### config.mk
export PLATFORM = sky130hd
export DESIGN_NAME = if_stage
export DESIGN_NICKNAME = d
export VERILOG_FILES = /design/src/rtl/if_stage_pkg.sv /design/src/rtl/if_stage_icache.sv /design/src/rtl/if_stage.sv
export SDC_FILE = /design/constraint.sdc
export NUM_CORES = 1
export LEC_CHECK = 0
export BUFFER_PORTS_ARGS = -buffer_cell sky130_fd_sc_hd__buf_2
export CAP_MARGIN = 40
export CORE_MARGIN = 2
export CORE_UTILIZATION = 40
export DETAILED_ROUTE_END_ITERATION = 10
export GPL_ROUTABILITY_DRIVEN = 1
export PLACE_DENSITY = 0.65
export REMOVE_ABC_BUFFERS = 1
export SLEW_MARGIN = 20
export SYNTH_ARGS = -nofsm -noshare
export SYNTH_HDL_FRONTEND = slang
export SYNTH_SLANG_ARGS = --single-unit
export TNS_END_PERCENT = 5
### constraint.sdc
create_clock -name clk -period 7.2 [get_ports clk]
set_clock_uncertainty 0.1 [all_clocks]
set_input_delay 1.44 -clock clk [delete_from_list [all_inputs] [get_ports clk]]
set_output_delay 1.44 -clock clk [all_outputs]
set_load 0.02 [all_outputs]
### src/rtl/if_stage_pkg.sv
// Shared widths, constants and FSM encoding for the instruction fetch stage and its cache.
package if_stage_pkg;

    localparam int unsigned StallBusW  = 6;
    localparam int unsigned InstAddrW  = 32;
    localparam int unsigned InstW      = 32;
    localparam logic [31:0] ZeroWord   = 32'h0000_0000;

    localparam int unsigned CacheDepth = 16;
    localparam int unsigned IndexW     = 4;
    localparam int unsigned TagW       = InstAddrW - IndexW - 2;

    typedef enum logic [1:0] {
        StIdle    = 2'd0,
        StFetch   = 2'd1,
        StDiscard = 2'd2
    } if_state_e;

endpackage

### src/rtl/if_stage_icache.sv
// Direct-mapped instruction cache: 16 one-word lines, combinational lookup, single fill port.
module if_stage_icache
    import if_stage_pkg::*;
(
    input  logic                 clk,
    input  logic                 rst,
    input  logic [InstAddrW-1:0] lookup_addr,
    output logic                 hit,
    output logic [InstW-1:0]     lookup_data,
    input  logic                 fill_en,
    input  logic [InstAddrW-1:0] fill_addr,
    input  logic [InstW-1:0]     fill_data
);

    logic [TagW-1:0]       tag_mem  [CacheDepth];
    logic [InstW-1:0]      data_mem [CacheDepth];
    logic [CacheDepth-1:0] valid;

    logic [IndexW-1:0] lookup_idx;
    logic [IndexW-1:0] fill_idx;
    logic [TagW-1:0]   lookup_tag;
    logic [TagW-1:0]   fill_tag;
    logic              unused_byte_bits;

    assign lookup_idx = lookup_addr[IndexW+1:2];
    assign lookup_tag = lookup_addr[InstAddrW-1:IndexW+2];
    assign fill_idx   = fill_addr[IndexW+1:2];
    assign fill_tag   = fill_addr[InstAddrW-1:IndexW+2];

    // Addresses are word-aligned; the byte offset carries no information.
    assign unused_byte_bits = ^{lookup_addr[1:0], fill_addr[1:0]};

    // Reads see the arrays before this cycle's fill lands.
    assign hit         = valid[lookup_idx] && (tag_mem[lookup_idx] == lookup_tag);
    assign lookup_data = data_mem[lookup_idx];

    always_ff @(posedge clk) begin
        if (rst) begin
            valid <= '0;
        end else if (fill_en) begin
            valid[fill_idx] <= 1'b1;
        end
    end

    always_ff @(posedge clk) begin
        if (fill_en) begin
            tag_mem[fill_idx]  <= fill_tag;
            data_mem[fill_idx] <= fill_data;
        end
    end

endmodule

### src/rtl/if_stage.sv
// Instruction fetch stage: PC register, miss FSM and memory request, backed by if_stage_icache.
module if_stage
    import if_stage_pkg::*;
(
    input  logic                 clk,
    input  logic                 rst,
    input  logic [StallBusW-1:0] stall_state,
    input  logic                 jump_flag,
    input  logic [InstAddrW-1:0] jump_addr,
    output logic                 mem_req,
    output logic [InstAddrW-1:0] mem_addr,
    input  logic                 mem_ready,
    input  logic [InstW-1:0]     mem_rdata,
    output logic [InstAddrW-1:0] if_pc,
    output logic [InstW-1:0]     if_inst,
    output logic                 if_stall_req
);

    if_state_e            state_q, state_d;
    logic [InstAddrW-1:0] pc_q, pc_d;
    logic [InstAddrW-1:0] mem_addr_q, mem_addr_d;

    logic                 hit;
    logic [InstW-1:0]     hit_data;
    logic                 fill_en;
    logic                 deliver;
    logic [InstW-1:0]     deliver_data;
    logic                 unused_stall_bits;

    // Only the PC hold bit concerns this stage; the rest steer later stages.
    assign unused_stall_bits = ^stall_state[StallBusW-1:1];

    if_stage_icache u_icache (
        .clk         (clk),
        .rst         (rst),
        .lookup_addr (pc_q),
        .hit         (hit),
        .lookup_data (hit_data),
        .fill_en     (fill_en),
        .fill_addr   (mem_addr_q),
        .fill_data   (mem_rdata)
    );

    always_comb begin
        state_d      = state_q;
        pc_d         = pc_q;
        mem_addr_d   = mem_addr_q;
        fill_en      = 1'b0;
        deliver      = 1'b0;
        deliver_data = ZeroWord;
        if_stall_req = 1'b0;

        unique case (state_q)
            StIdle: begin
                if (hit) begin
                    deliver      = !jump_flag;
                    deliver_data = hit_data;
                end else if (!jump_flag) begin
                    state_d      = StFetch;
                    mem_addr_d   = pc_q;
                    if_stall_req = 1'b1;
                end
            end
            StFetch: begin
                if (mem_ready) begin
                    fill_en      = 1'b1;
                    state_d      = StIdle;
                    deliver      = !jump_flag;
                    deliver_data = mem_rdata;
                end else if (jump_flag) begin
                    state_d = StDiscard;
                end else begin
                    if_stall_req = 1'b1;
                end
            end
            StDiscard: begin
                // Returned word is valid memory data, so keep it even though it is dropped.
                if_stall_req = !jump_flag;
                if (mem_ready) begin
                    fill_en = 1'b1;
                    state_d = StIdle;
                end
            end
            default: begin
                state_d = StIdle;
            end
        endcase

        if (jump_flag) begin
            pc_d = jump_addr;
        end else if (deliver && !stall_state[0]) begin
            pc_d = pc_q + 32'd4;
        end

        if (rst) begin
            fill_en      = 1'b0;
            deliver      = 1'b0;
            if_stall_req = 1'b0;
        end
    end

    always_ff @(posedge clk) begin
        if (rst) begin
            state_q    <= StIdle;
            pc_q       <= ZeroWord;
            mem_addr_q <= ZeroWord;
        end else begin
            state_q    <= state_d;
            pc_q       <= pc_d;
            mem_addr_q <= mem_addr_d;
        end
    end

    assign mem_req  = (state_q != StIdle);
    assign mem_addr = mem_addr_q;
    assign if_pc    = deliver ? pc_q : ZeroWord;
    assign if_inst  = deliver ? deliver_data : ZeroWord;

endmodule
==> run summary <==
==========================================================================================
Run status                                                                    complete, no violations
Number of max-cap violations                                                             0
Hold Vio Cnt, Final                                                                      0
Number of cells produced by synthesis                                                2,119
Unrepaired setup endpoints after global routing                                      false
Warning count from the yosys run                                                         0
Ys async rst share                                                                      0%
Min Tclk post-route                                                               6.753 ns
Layout cells sized above 1                                                          28.03%
Register area share after synthesis                                                 73.13%
Share of total power in sequential cells                                             52.1%
Share of power burned in the clock network                                           42.2%
Layout net count                                                                     2,415
Half-perimeter wire length after placement                                        58.37 mm
Final period util                                                                   93.79%
# hold bufs at CTS                                                                       0
Placed inst area                                                              0.04334 sq mm
Vias in the first global route                                                      22,080
Critical setup path kind                                                      flop to primary output
Net switching component of the power                                              2.708 mW
Switching Fraction                                                                  21.60%
Commonest cells after routing, fill and taps aside                            edfxtp_1, mux4_2, buf_2
Number of antenna violations at the first check in global routing                        2
Cell area after synthesis                                                     0.04046 sq mm
Vias after detailed routing                                                         21,260
Number of H-tree levels                                                                  3
Startpoint Class                                                                      flop
Power Total                                                                       12.53 mW
Peak VDD IR                                                                      0.2064 mV
Die X                                                                             322.1 um
Signal arrival time at the worst endpoint                                          5.21 ns
Number of core rows                                                                    116
Power density over the cells                                                  268.2 mW/mm^2
Global route overflow                                                                    0
Critical Path RT                                                                   5.66 ns
IO buf count                                                                           166
Routability Congestion                                                              0.8217
DRC marker count from the first detailed-route iteration                             2,166
Count of state elements after synthesis                                              1,014
Height of the chip                                                                322.1 um
Final max-slew violation count                                                           0
Crit path setup slack, layout                                                    0.4469 ns
Maximum achievable frequency                                                     148.1 MHz
Final setup viols                                                                        0
Clock root buffer                                                                clkbuf_16
Latest clock arrival within the worst-skew pair                                    0.69 ns
Logic gate share of total power                                                       5.7%
Dpl cells                                                                            3,533
Largest fanout of any net on the critical path                                          35
Number of buffers inserted by post-CTS setup repair                                      0
Summed negative setup slack over all endpoints                                        0 ns
Path class of the lowest-slack min-delay path                                 flop to flop
Count of flip-flops with a built-in enable after synthesis                             928
Overall die area                                                              0.1037 sq mm
Type of element capturing the critical path                                   primary output
First drt pass iteration count                                                           5
Overall fraction of global-route tracks in use                                      19.76%
Final cell area excluding filler cells                                        0.04673 sq mm
Number of top-level pins                                                               172
Number of routed nets with antenna violations                                            0
Most frequent standard cell in the layout excluding fill and tap cells            edfxtp_1
TritonCTS buffer count                                                                  98
Routed wirelength normalized by instance count                                    27.39 um
Setup slack after placement                                                       1.164 ns
Total length of routed wires                                                      101.8 mm
Relative slew slack                                                                 41.62%
Internal power                                                                    9.826 mW
Leakage power figure                                                              15.50 nW
Final Hold Slack                                                                 0.3785 ns
Clock edge transition at the registers on the reported setup and hold paths        0.06 ns
Count of unique library cells instantiated by Yosys                                     68
Fraction of the core area covered by cells at the end of the flow                   46.66%
Post-CTS Resized                                                                         0
Per-instance average area after synthesis                                      19.10 sq um
Tightest Pin Transition                                                          0.8757 ns
Pin count of the biggest net entering global routing                                    63
Final Non-Filler Cells                                                               3,718
Core footprint                                                                0.1001 sq mm
Wire length of the first global-routing pass                                      149.5 mm
Starting utilization of the core area                                               40.40%
Synth-to-layout area growth                                                         15.49%
Maximum clock path buffer count                                                          3
Most instantiated flip-flop cell in the synthesis netlist                         edfxtp_1
DR vias/cell                                                                         5.717
Total DRC errors in the routed layout                                                    0
Clock tree from TritonCTS                                                              yes
Clock Sink Count                                                                     1,014
==========================================================================================
-- area by class of cell --
type | count | area [sq um]
inverter | 17 | 63.81
clock inverter | 58 | 709.4
timing repair buffer | 246 | 1743
sequential | 1014 | 29600
antenna | 1 | 2.502
clock buffer | 125 | 2655
fill | 8365 | 53420
multi-input combinational | 959 | 10330
tap | 1298 | 1624
-- critical path: stages, from the launching register on --
cell     delay (ns)
dfxtp_4        0.66
buf_12         0.29
buf_4          0.30
mux4_2         0.54
mux2i_1        0.19
mux2i_1        0.12
xnor2_1        0.37
nand4_1        0.16
nor4_2         0.48
nand4_2        0.18
buf_4          0.40
nor2b_1        0.21
a21oi_1        0.06
nor2b_1        0.30
buf_2          0.24
-- synth_stat cells (6+ instances only) --
master / count / area [sq um]
nor2b_1: 78 / 488.0
clkbuf_1: 74 / 277.8
nand2_1: 35 / 131.4
inv_1: 16 / 60.06
nor4_1: 6 / 37.54
and3_1: 10 / 62.56
nor4b_1: 7 / 61.31
o21ai_0: 22 / 110.1
a2111oi_0: 6 / 52.55
nor2_1: 134 / 503.0
a22o_1: 7 / 61.31
mux4_2: 242 / 5450
buf_6: 8 / 90.09
nand2b_1: 15 / 93.84
a311oi_1: 13 / 113.9
mux2_2: 10 / 112.6
buf_1: 21 / 78.83
a221oi_1: 26 / 227.7
mux2i_1: 110 / 1101
and2_1: 37 / 231.5
nand3_1: 23 / 115.1
a21oi_1: 51 / 255.2
edfxtp_1: 928 / 27870
a22oi_1: 8 / 60.06
nor3_1: 9 / 45.04
xnor2_1: 13 / 113.9
buf_2: 18 / 90.09
or3_1: 13 / 81.33
buf_4: 7 / 52.55
dfxtp_1: 86 / 1722
xor2_1: 8 / 70.07
-- logic make-up after synthesis --
| family | after synthesis | share of synthesized area, % |
|---|---|---|
| adder cells (fa/ha/maj) | 5 | 0.1546 |
| multiplexers | 362 | 16.47 |
| AND/OR/NAND/NOR | 395 | 5.146 |
| XOR/XNOR | 21 | 0.4546 |
| buffers and inverters | 146 | 1.627 |
| flip-flops | 1014 | 73.13 |
| AO/OA/AOI/OAI | 176 | 3.024 |
-- sequential cells by signal, summed over array words and instances, names as in the netlist, named ones only --
name,cells
pc_q,32
mem_addr,32
u_icache.valid,16
u_icache.tag_mem,416
state_q,2
u_icache.data_mem,512
-- layer usage --
metal	track usage [%]	part of all wire, %
met3	2.962	5.6
met5	0	0
met4	6.438	2.5
met1	25.97	41
met2	33.77	51
-- path summary, 6_finish.rpt --
check | start | end | slack (ns) | depth (start not counted)
max | flop | if_inst[17] | 0.45 | 14
min | u_icache.valid[7] | u_icache.valid[7] | 0.38 | 2
max reg2reg | flop | pc_q[11] | 1.60 | 14
min reg2reg | u_icache.valid[7] | u_icache.valid[7] | 0.38 | 2
-- power by group through the flow --
stage | sequential (mW) | combinational (mW) | clock [mW]
2_1_floorplan | 6.70 | 0.478 | 0
5_1_grt | 6.54 | 0.763 | 5.60
6_report | 6.53 | 0.711 | 5.29
4_1_cts | 6.53 | 0.719 | 5.37
3_3_place_gp | 6.66 | 0.696 | 0
3_5_place_dp | 6.66 | 0.716 | 0
(Power assumes the default switching activity.)
